<file path="src/rtl/message_decoder.sv">
// rtl/message_decoder.sv - byte-stream decoder driving a four-voice note table and a program register
//
// Ports:
//   clk          sole clock, rising edge
//   rst          asynchronous active-high reset
//   data[7:0]    message byte, valid while mstart=1
//   mstart       sender strobe; byte taken on an edge with mstart=1 and mready=1
//   mready       registered; high only while idle and able to take a byte
//   voice_note   four 6-bit note numbers, voice v at [6v+5:6v]
//   voice_gate   bit v high while voice v holds a note
//   program_num  current program number
//   prog_strobe  one-cycle pulse on program change
//   retrig       one-cycle pulse when a note-on hits an already-gated note
//   overflow     one-cycle pulse when a note-on is dropped (held 0 with VOICE_STEAL_EN)
//
// Build option: define VOICE_STEAL_EN to overwrite a voice in round-robin order
// when a note-on finds the table full, instead of dropping it.

module message_decoder (
  input  logic        clk,
  input  logic        rst,
  input  logic [7:0]  data,
  input  logic        mstart,
  output logic        mready,
  output logic [23:0] voice_note,
  output logic [3:0]  voice_gate,
  output logic [6:0]  program_num,
  output logic        prog_strobe,
  output logic        retrig,
  output logic        overflow
);

  typedef enum logic [1:0] {IDLE, DECODE, SCAN, COMMIT} state_t;

  state_t      state;
  state_t      next_state;
  logic [7:0]  byte_q;
  logic [5:0]  notes [4];
  logic [1:0]  scan_idx;
  logic        match_found;
  logic [1:0]  match_idx;
  logic        free_found;
  logic [1:0]  free_idx;
  logic        accept;
  logic        hit;
  logic        vacant;

`ifdef VOICE_STEAL_EN
  logic [1:0]  steal_ptr;
`endif

  assign accept     = mstart && mready;
  assign voice_note = {notes[3], notes[2], notes[1], notes[0]};

  // Per-cycle examination of the voice selected by scan_idx.
  always_comb begin
    hit    = 1'b0;
    vacant = 1'b0;
    if (state == SCAN) begin
      hit    = voice_gate[scan_idx] && (notes[scan_idx] == byte_q[7:2]);
      vacant = !voice_gate[scan_idx];
    end
  end

  always_ff @(posedge clk or posedge rst) begin
    if (rst) state <= IDLE;
    else     state <= next_state;
  end

  always_comb begin
    next_state = state;
    case (state)
      IDLE:    if (accept) next_state = DECODE;
      DECODE:  next_state = byte_q[0] ? IDLE : SCAN;
      SCAN:    if (scan_idx == 2'd3) next_state = COMMIT;
      COMMIT:  next_state = IDLE;
      default: next_state = IDLE;
    endcase
  end

  always_ff @(posedge clk or posedge rst) begin
    if (rst) begin
      mready      <= 1'b0;
      byte_q      <= 8'h00;
      scan_idx    <= 2'd0;
      match_found <= 1'b0;
      match_idx   <= 2'd0;
      free_found  <= 1'b0;
      free_idx    <= 2'd0;
      voice_gate  <= 4'b0000;
      program_num <= 7'd0;
      prog_strobe <= 1'b0;
      retrig      <= 1'b0;
      for (int v = 0; v < 4; v++) notes[v] <= 6'd0;
`ifdef VOICE_STEAL_EN
      steal_ptr   <= 2'd0;
`else
      overflow    <= 1'b0;
`endif
    end else begin
      // mready mirrors the state being entered, so it is high exactly in IDLE.
      mready      <= (next_state == IDLE);
      prog_strobe <= 1'b0;
      retrig      <= 1'b0;
`ifndef VOICE_STEAL_EN
      overflow    <= 1'b0;
`endif
      case (state)
        IDLE: begin
          if (accept) byte_q <= data;
        end
        DECODE: begin
          scan_idx    <= 2'd0;
          match_found <= 1'b0;
          free_found  <= 1'b0;
          if (byte_q[0]) begin
            program_num <= byte_q[7:1];
            prog_strobe <= 1'b1;
          end
        end
        SCAN: begin
          // First hit wins, so the recorded index is the lowest one.
          if (hit && !match_found) begin
            match_found <= 1'b1;
            match_idx   <= scan_idx;
          end
          if (vacant && !free_found) begin
            free_found <= 1'b1;
            free_idx   <= scan_idx;
          end
          scan_idx <= scan_idx + 2'd1;
        end
        COMMIT: begin
          if (byte_q[1]) begin
            if (match_found) begin
              retrig <= 1'b1;
            end else if (free_found) begin
              notes[free_idx]      <= byte_q[7:2];
              voice_gate[free_idx] <= 1'b1;
            end else begin
`ifdef VOICE_STEAL_EN
              // Stolen voice keeps its gate; only the note number changes.
              notes[steal_ptr] <= byte_q[7:2];
              steal_ptr        <= steal_ptr + 2'd1;
`else
              overflow <= 1'b1;
`endif
            end
          end else if (match_found) begin
            voice_gate[match_idx] <= 1'b0;
          end
        end
        default: ;
      endcase
    end
  end

`ifdef VOICE_STEAL_EN
  assign overflow = 1'b0;
`endif

endmodule

</file>
<file path="config.mk">
export PLATFORM = sky130hd
export DESIGN_NAME = message_decoder
export DESIGN_NICKNAME = d
export VERILOG_FILES = /design/src/rtl/message_decoder.sv
export SDC_FILE = /design/constraint.sdc
export NUM_CORES = 1
export LEC_CHECK = 0
export BUFFER_PORTS_ARGS = -buffer_cell sky130_fd_sc_hd__buf_2
export CORE_MARGIN = 2
export CORE_UTILIZATION = 42
export CTS_BUF_LIST = sky130_fd_sc_hd__clkbuf_2 sky130_fd_sc_hd__clkbuf_4 sky130_fd_sc_hd__clkbuf_8
export CTS_CLUSTER_DIAMETER = 150
export CTS_CLUSTER_SIZE = 16
export DETAILED_ROUTE_END_ITERATION = 7
export HOLD_SLACK_MARGIN = 0.12
export MAX_ROUTING_LAYER = met4
export PLACE_DENSITY = 0.68
export SYNTH_ARGS = -nofsm -noshare
export SYNTH_HDL_FRONTEND = slang
export SYNTH_SLANG_ARGS = --single-unit
</file>
<file path="constraint.sdc">
create_clock -name clk -period 1.95 [get_ports clk]
set_clock_uncertainty 0.15 [all_clocks]
set_input_delay 0.39 -clock clk [delete_from_list [all_inputs] [get_ports clk]]
set_output_delay 0.39 -clock clk [all_outputs]
set_load 0.05 [all_outputs]
</file>
* Word-level counts from Yosys, hierarchy flattened
Cells that the tools add are included.
Storage, ports and cells: input port bits 11, bits in registers 57, word-level logic and storage cells 99, output and inout bits 39
Cells by class: equal/unequal tests 8, mux-type cells 36, add/subtract/negate cells 1, bitwise logic cells 6, magnitude comparators 8, reductions and logical operators 23
Operators by type and width (number):
- $bwmux 24 | 1
- $mux 6 | 3
- $mux 1 | 16
- $mux 4 | 4
- $bmux 6 s2 | 1
- $demux 6 s2 | 1
- $reduce_and 2->1 | 6
- $lt 2x3->1 const B | 3
- $pmux 2 s4 | 1
- $reduce_and 4->1 | 2
- $logic_and 1x1->1 | 7
- $eq 2x2->1 const B | 3
- $eq 6x6->1 | 1
- $ge 3x3->1 const B | 2
- $mux 2 | 3
- $not 2->3 | 2
- $reduce_bool 2->1 | 3
- $and 4x4->4 | 1
- $demux 1 s2 | 2
- $ge 2x1->1 const B | 2
- $logic_not 2->1 | 2
- $ne 2x1->1 const B | 2
- $not 4->4 | 1
- $or 4x4->4 | 1
- 9 further kinds | 12

* Depth between registers and ports, before layout
Gate-level depths: netlist (run 1).
depth in word-level cells 10, gate-level depth with buffers 7, gate-level depth less buffers 7

* Least setup slack after synthesis (run 1)
OpenSTA, ideal clock, no wires.
path type reg-to-reg, start point reg notes, in the netlist voice_note[7], end point reg match_idx[0], period minus slack after synthesis 2.172 ns, stages on the path, launching flop included 6, buffers on the path 0, slack -0.222 ns, library setup time 0.128 ns, data arrival time 1.894 ns, data required time 1.672 ns, cells stage by stage dfrtp_1 mux4_1 xnor2_1 nand4_1 nor3_2 mux2_1
Between the ends: longest elaborated chain between the ends 8
RTL lines:
- start, declared | RTL line 38 | logic [5:0] notes [4];
- start signal, assigned by index | RTL line 138 | notes[free_idx] <= byte_q[7:2];
- $bmux 6 s2 | RTL line 60 | hit = voice_gate[scan_idx] && (notes[scan_idx] == byte_q[7:2]);
- $mux 6 (implied by the code) (2 in a row) | RTL line 60
- $eq 6x6->1 | RTL line 60
- $logic_and 1x1->1 | RTL line 60
- $mux 1 | RTL line 59 | if (state == SCAN) begin
- $logic_and 1x1->1 | RTL line 123 | if (hit && !match_found) begin
- $reduce_and 2->1 (no line)
- end signal, assigned | RTL line 125 | match_idx <= scan_idx;
- end, declared | RTL line 41 | logic [1:0] match_idx;
No other way between the ends. The select of a mux whose other input is x is not followed. A chain may end at the register's enable or synchronous reset.

* Final worst setup path (run 1)
start point reg scan_idx[0], end point reg match_idx[0]
Between the ends: longest elaborated chain between the ends 9, elaborated cells on any way between the ends 11, those cells by class eq/ne: 1; mux: 6; bitwise: 1; reduce/logical: 3
RTL lines:
- start, declared | RTL line 39 | logic [1:0] scan_idx;
- start signal, assigned | RTL line 131 | scan_idx <= scan_idx + 2'd1;
- $not 2->3 (implied by the code) | RTL line 60
- $bmux 6 s2 | RTL line 60
- $mux 6 (implied by the code) (2 in a row) | RTL line 60
- $eq 6x6->1 | RTL line 60
- $logic_and 1x1->1 | RTL line 60
- $mux 1 | RTL line 59
- $logic_and 1x1->1 | RTL line 123
- $reduce_and 2->1 (no line)
Parallel ways exist; a longest one is shown, timed or not. The select of a mux whose other input is x is not followed.

==> results of run 1 <==
through the flow:
| stage | hold slack, ns | utilization [%] |
|---|---|---|
| finish | 0.132 | 61.5 |
| global route | 0.134 | 61.5 |
| CTS | 0.129 | 59.2 |
| detailed placement | 0.320 | 54.2 |
| global placement | 0.319 | 54.2 |
| floorplan | 0.331 | - |
flip-flops by register name (all words and copies together) (netlist names), 2 cells and up:
register and cells:
scan_idx 2, match_idx 2, free_idx 2, program_num 7, state 2, voice_note 24
byte_q 8, voice_gate 4
cell families after synthesis:
family                   share of synthesized area, %
flip-flops                                       56.2
multiplexers                                     23.2
AND/OR/NAND/NOR                                  8.43
AO/OA/AOI/OAI                                    4.98
buffers and inverters                            2.81
adder cells (fa/ha/maj)                          2.96
XOR/XNOR                                         1.38
power breakdown:
part	internal, mW	switching [mW]	total, mW	leakage [nW]
combinational	0.907	1.42	2.32	0.998
clock	0.795	0.456	1.25	0.118
sequential	1.54	0.349	1.89	0.725
layer usage:
metal | vias up | wire, um | part of all wire [%]
li1 | 886 | - | -
met1 | 946 | 2590 | 44
met2 | 55 | 2900 | 49
met3 | 11 | 274 | 4.7
met4 | 0 | 125 | 2.1
met5 | - | 0 | 0
cell type report:
| cell class | instances | area, sq um | share of cell area [%] |
|---|---|---|---|
| inverters | 13 | 48.8 | 1.35 |
| flip-flops and latches | 57 | 1450 | 40.0 |
| multi-input cells | 118 | 1150 | 31.8 |
| clock buffers | 13 | 160 | 4.43 |
| repair buffers | 96 | 653 | 18.1 |
| well taps | 75 | 93.8 | 2.59 |
| clock inverters | 3 | 65.1 | 1.80 |
repair_timing:
action / 4_1_cts / 5_1_grt
endpoints found under the hold margin: 62 / 0
hold buffers: 6 / 0
buffers inserted: 1 / 3
pin swaps: 2 / 5
setup endpoints to repair: 7 / 27
gates cloned: 0 / 0
gates resized for setup: 7 / 27
critical path, delay by kind of cell, from the launching register on:
family	cells	cell delay (ns)
XOR/XNOR	1	0.15
AND/OR/NAND/NOR	2	0.36
flip-flops	1	0.45
multiplexers	2	0.90
worst paths after layout:
kind,from,end,slack (ns)
min,data[3],byte_q[3],0.13
max in group asynchronous,rst,voice_note[3],0.89
max reg2reg,scan_idx[0],match_idx[0],-0.17
min in group asynchronous,rst,voice_gate[2],0.48
min reg2reg,program_num[6],program_num[6],0.34
max,scan_idx[0],match_idx[0],-0.17
cell usage in the layout (no fill, tap or decap), drive strengths merged, types with 3 or more instances in the layout:
cell	instances
clkbuf	13
nand2	15
ha	6
o21ai	9
xnor2	4
dlygate4sd3	6
nor3	4
inv	13
dfrtp	57
mux4	5
mux2	39
nor2	6
mux2i	3
nand3	6
buf	90
==> flow_metrics.tcl, run 1 <==
set metrics [dict create \
    clockBufferDepth 2 \
    die-area_sq_um 6680 \
    path_class "flop to flop" \
    yosys.cell_count.top_type "dfrtp_1" \
    route.detailed.drc 0 \
    status "finished, violations left" \
    fin_crit_sh_pct 109 \
    cts-root-buf "clkbuf_8" \
    numCtsBuffers 9 \
    n_antenna_cell 0 \
    cts.clk_slew.worst_paths_ns 0.06 \
    dr.pass1.iters 4 \
    crit_arrival_ns 2.20 \
    netlist.area_leader.share_pct 56.2 \
    dp_cells 351 \
    coreArea_sq_um 5890 \
    yosysUniqueCellTypes 34 \
    grt.busiest_layer "met2" \
    num_io_pins 50 \
    peakVddDrop_v 0.00100 \
    worstSkewPairLatency_ns 0.34 \
    finalPower_mw 5.46 \
    rows 28 \
    syn-cell-area_sq_um 2540 \
    tightest_slew_ns 0.305 \
    grt_use_met3_pct 4.29 \
    grt_max_degree 58 \
    crit_chain "mux4_2 -> xnor2_2 -> nand4_1 -> nor3_4 -> mux2_1" \
    grt_util_all_layers_pct 19.8 \
    antenna_found_initial 0 \
    final_nets 312 \
    finalHoldViolations 0 \
    crit_fanout 6 \
    place_area_sq_um 3190 \
    vias 1898 \
    min_delay_path_depth 2 \
    cp-end-kind "flop" \
    synth_area_leaders "dfrtp_1 (56%), mux2_1 (15%), ha_1 (3.0%)" \
    ys.warnings.count 0 \
    cts.htree.levels 3 \
    critPathLaunchType "flop" \
    drt_iter0_drc 146 \
    nFillCells 483 \
    grt_first_pass_wirelength_um 9220 \
    yosysSeqAreaShare_pct 56.2 \
    place_congestion 0.872 \
    fin_crit_ns 2.12 \
    setup_slack_ns -0.173 \
    die_height_um 81.7 \
    final_cell_area_sq_um 3620 \
    crit_required_ns 2.02 \
    post-place-ws_ns -0.270 \
    areaGrowthSynthToFinish_pct 42.6 \
    cts_tree "yes" \
    fin_setup_tns_ns -0.346 \
    fmax_mhz 471 \
    rsz0062_at_grt "true" \
    setup_viol 2 \
    violations "negative setup slack" \
    synth_edf_count 0 \
    slew_violations 0 \
    p_per_area_nw_per_um2 1510 \
    io_buffers 49 \
    p_leak_nw 1.84 \
    slew_headroom_pct 79.7 \
    syn_inst 191 \
    avgSynthCellArea_sq_um 13.3 \
    drive_gt1_share_pct 53.3 \
    yosys_register_bits 57 \
    grtUsageMet2_pct 29.8 \
    first_global_vias 1927 \
    grt.overflow.total 0 \
    netlist.top_cell.by_area "dfrtp_1" \
    synth_common_cells "dfrtp_1 (57), mux2_1 (34), nand2_1 (15), inv_1 (11)" \
    r2r.worst_path.cells 5 \
    dp_hpwl_um 4000 \
    max_cap_viol_count 0 \
    die_w_um 81.7 \
    ant_nets 0 \
    wire_per_inst_um 15.7 \
    synth_flop_cell "dfrtp_1" \
    final_cell_count_no_fill 375 \
    crit_path_top_delay_cell "mux4_2" \
    hp-class "input port to flop" \
    cts_sinks 57 \
    initial_core_util_pct 43.1 \
    critPathMaxStageDelay_ns 0.57 \
    synth.net_count 208 \
    avgViaCountPerCell 5.06 \
    synthArstFlopShare_pct 100 \
    routed_wl_um 5890 \
    met1_usage_pct 25.3 \
]
Power figures use the tool's default switching activity.
==> run 2: changes to the inputs <==
--- a/config.mk
+++ b/config.mk
@@ -6,7 +6,7 @@
 export NUM_CORES = 1
 export LEC_CHECK = 0
 export BUFFER_PORTS_ARGS = -buffer_cell sky130_fd_sc_hd__buf_2
-export CORE_MARGIN = 2
+export CORE_MARGIN = 4
 export CORE_UTILIZATION = 42
 export CTS_BUF_LIST = sky130_fd_sc_hd__clkbuf_2 sky130_fd_sc_hd__clkbuf_4 sky130_fd_sc_hd__clkbuf_8
 export CTS_CLUSTER_DIAMETER = 150
==> flow_metrics.tcl, run 2 (synthesized netlist as in run 1, its figures left out) <==
set metrics [dict create \
    status "finished, violations left" \
    violations "negative setup slack" \
    place_congestion 0.831 \
    path_class "flop to flop" \
    routed_wl_um 5890 \
    finalHoldViolations 0 \
    antenna_found_initial 0 \
    r2r.worst_path.cells 5 \
    initial_core_util_pct 43.1 \
    nFillCells 491 \
    post-place-ws_ns -0.298 \
    crit_arrival_ns 2.17 \
    reg2reg_slack_ns -0.15 \
    cts.htree.levels 3 \
    grt_util_all_layers_pct 18.3 \
    multi_input_area_sq_um 1140 \
    coreArea_sq_um 5890 \
    die_height_um 85.7 \
    route.detailed.drc 0 \
    grt_max_degree 29 \
    seq_area_sq_um 1450 \
    crit_fanout 6 \
    slew_violations 0 \
    hp-class "input port to flop" \
    fin_setup_tns_ns -0.310 \
    rows 28 \
    hold_end "byte_q[5]" \
    vias 1883 \
    cts_sinks 57 \
    worstSkewPairLatency_ns 0.33 \
    p_per_area_nw_per_um2 1470 \
    grt_first_pass_wirelength_um 9820 \
    largest_reg_flops 24 \
    avgViaCountPerCell 5.03 \
    dp_hpwl_um 4250 \
    tightest_slew_ns 0.594 \
    io_buffers 49 \
    die-area_sq_um 7350 \
    cts.clk_slew.worst_paths_ns 0.07 \
    rsz0062_at_grt "true" \
    grt.overflow.total 0 \
    r2r_start "scan_idx[0]" \
    cts_tree "yes" \
    critPathLaunchType "flop" \
    setup_slack_ns -0.150 \
    setup_viol 6 \
    fin_crit_sh_pct 108 \
    die_w_um 85.7 \
    numCtsBuffers 9 \
    max_cap_viol_count 0 \
    clockBufferDepth 2 \
    cp-end-kind "flop" \
    num_io_pins 50 \
    final_common_cell "buf_2" \
    drive_gt1_share_pct 51.8 \
    final_cell_mix "buf_2 (49), dfrtp_1 (41), buf_4 (33)" \
    crit_path_top_delay_cell "mux4_2" \
    holdCritStartpoint "data[5]" \
    critPathMaxStageDelay_ns 0.53 \
    fin_crit_ns 2.10 \
    areaGrowthSynthToFinish_pct 40.4 \
    fmax_mhz 476 \
    peakVddDrop_v 0.000726 \
    crit_chain "mux4_2 -> xnor2_1 -> nand4_1 -> nor3_4 -> mux2_1" \
    cts-root-buf "clkbuf_8" \
    p_leak_nw 1.83 \
    first_global_vias 1926 \
    min_delay_path_depth 2 \
    dr.pass1.iters 4 \
    slew_headroom_pct 60.4 \
    crit_required_ns 2.02 \
    wire_per_inst_um 15.7 \
    n_antenna_cell 0 \
    rr_endpoint "match_idx[1]" \
    ant_nets 0 \
    drt_iter0_drc 110 \
    final_nets 311 \
    timing.critical_path.from "scan_idx[0]" \
]
==> run 2: cell count changes in the layout (fill, tap and decap cells not counted), sizes merged <==
| cell | change |
|---|---|
| dlygate4sd3 | -1 |
| clkinvlp | +2 |
| bufinv | -2 |
| clkbuf | -2 |
| clkinv | +2 |
==> run 2: where the power goes <==
group	leakage, nW	switching (mW)	total [mW]	internal [mW]
logic	1.01	1.42	2.35	0.936
registers	0.726	0.358	1.90	1.54
clock network	0.0911	0.467	0.990	0.523
total	1.83	2.24	5.24	3.00
==> run 2: worst max path at each step <==
stage,to,slack [ns],depth (start not counted)
2_1_floorplan,match_idx[0],-0.14,5
3_3_place_gp,match_idx[1],-0.20,5
4_1_cts,match_idx[1],-0.16,5
3_5_place_dp,match_idx[1],-0.30,5
6_report,match_idx[1],-0.15,5
5_1_grt,match_idx[1],-0.26,5
==> run 2: worst max-delay path: cells and delay by family, from the launching register on <==
family           cells  cell delay (ns)
multiplexers         2             0.87
flip-flops           1             0.45
AND/OR/NAND/NOR      2             0.35
XOR/XNOR             1             0.17
==> run 2: what timing repair did <==
action / in CTS / in global routing
hold buffers: 5 / 0
setup buffers: 1 / 1
hold endpoints to repair: 28 / 0
setup endpoints to repair: 8 / 23
gates resized for setup: 9 / 22
pin swaps: 0 / 1
==> run 2: stage by stage <==
stage | utilization (%) | cell area [sq um] | hold slack, ns | power, mW | instances
floorplan | - | 2560 | 0.331 | 3.37 | 191
global placement | 54.3 | 3200 | 0.321 | 4.06 | 352
detailed placement | 54.3 | 3200 | 0.330 | 4.10 | 352
CTS | 58.8 | 3460 | 0.126 | 5.19 | 373
global route | 60.5 | 3560 | 0.133 | 5.57 | 374
finish | 60.5 | 3560 | 0.141 | 5.24 | 374
==> run 2: layout make-up <==
| class | instances | share of cell area, % |
|---|---|---|
| sequential | 57 | 40.6 |
| timing repair buffer | 95 | 18.3 |
| clock buffer | 11 | 4.25 |
| multi-input combinational | 118 | 32.0 |
| clock inverter | 5 | 0.843 |
| tap | 75 | 2.63 |
| inverter | 13 | 1.37 |
==> run 2: per-layer routing <==
metal	global-route usage [%]	vias to the layer above	part of all wire [%]
met3	3.75	12	5.1
met2	26.7	52	47
met4	9.21	0	2.0
met1	24.2	923	45
li1	-	896	-
met5	-	-	0
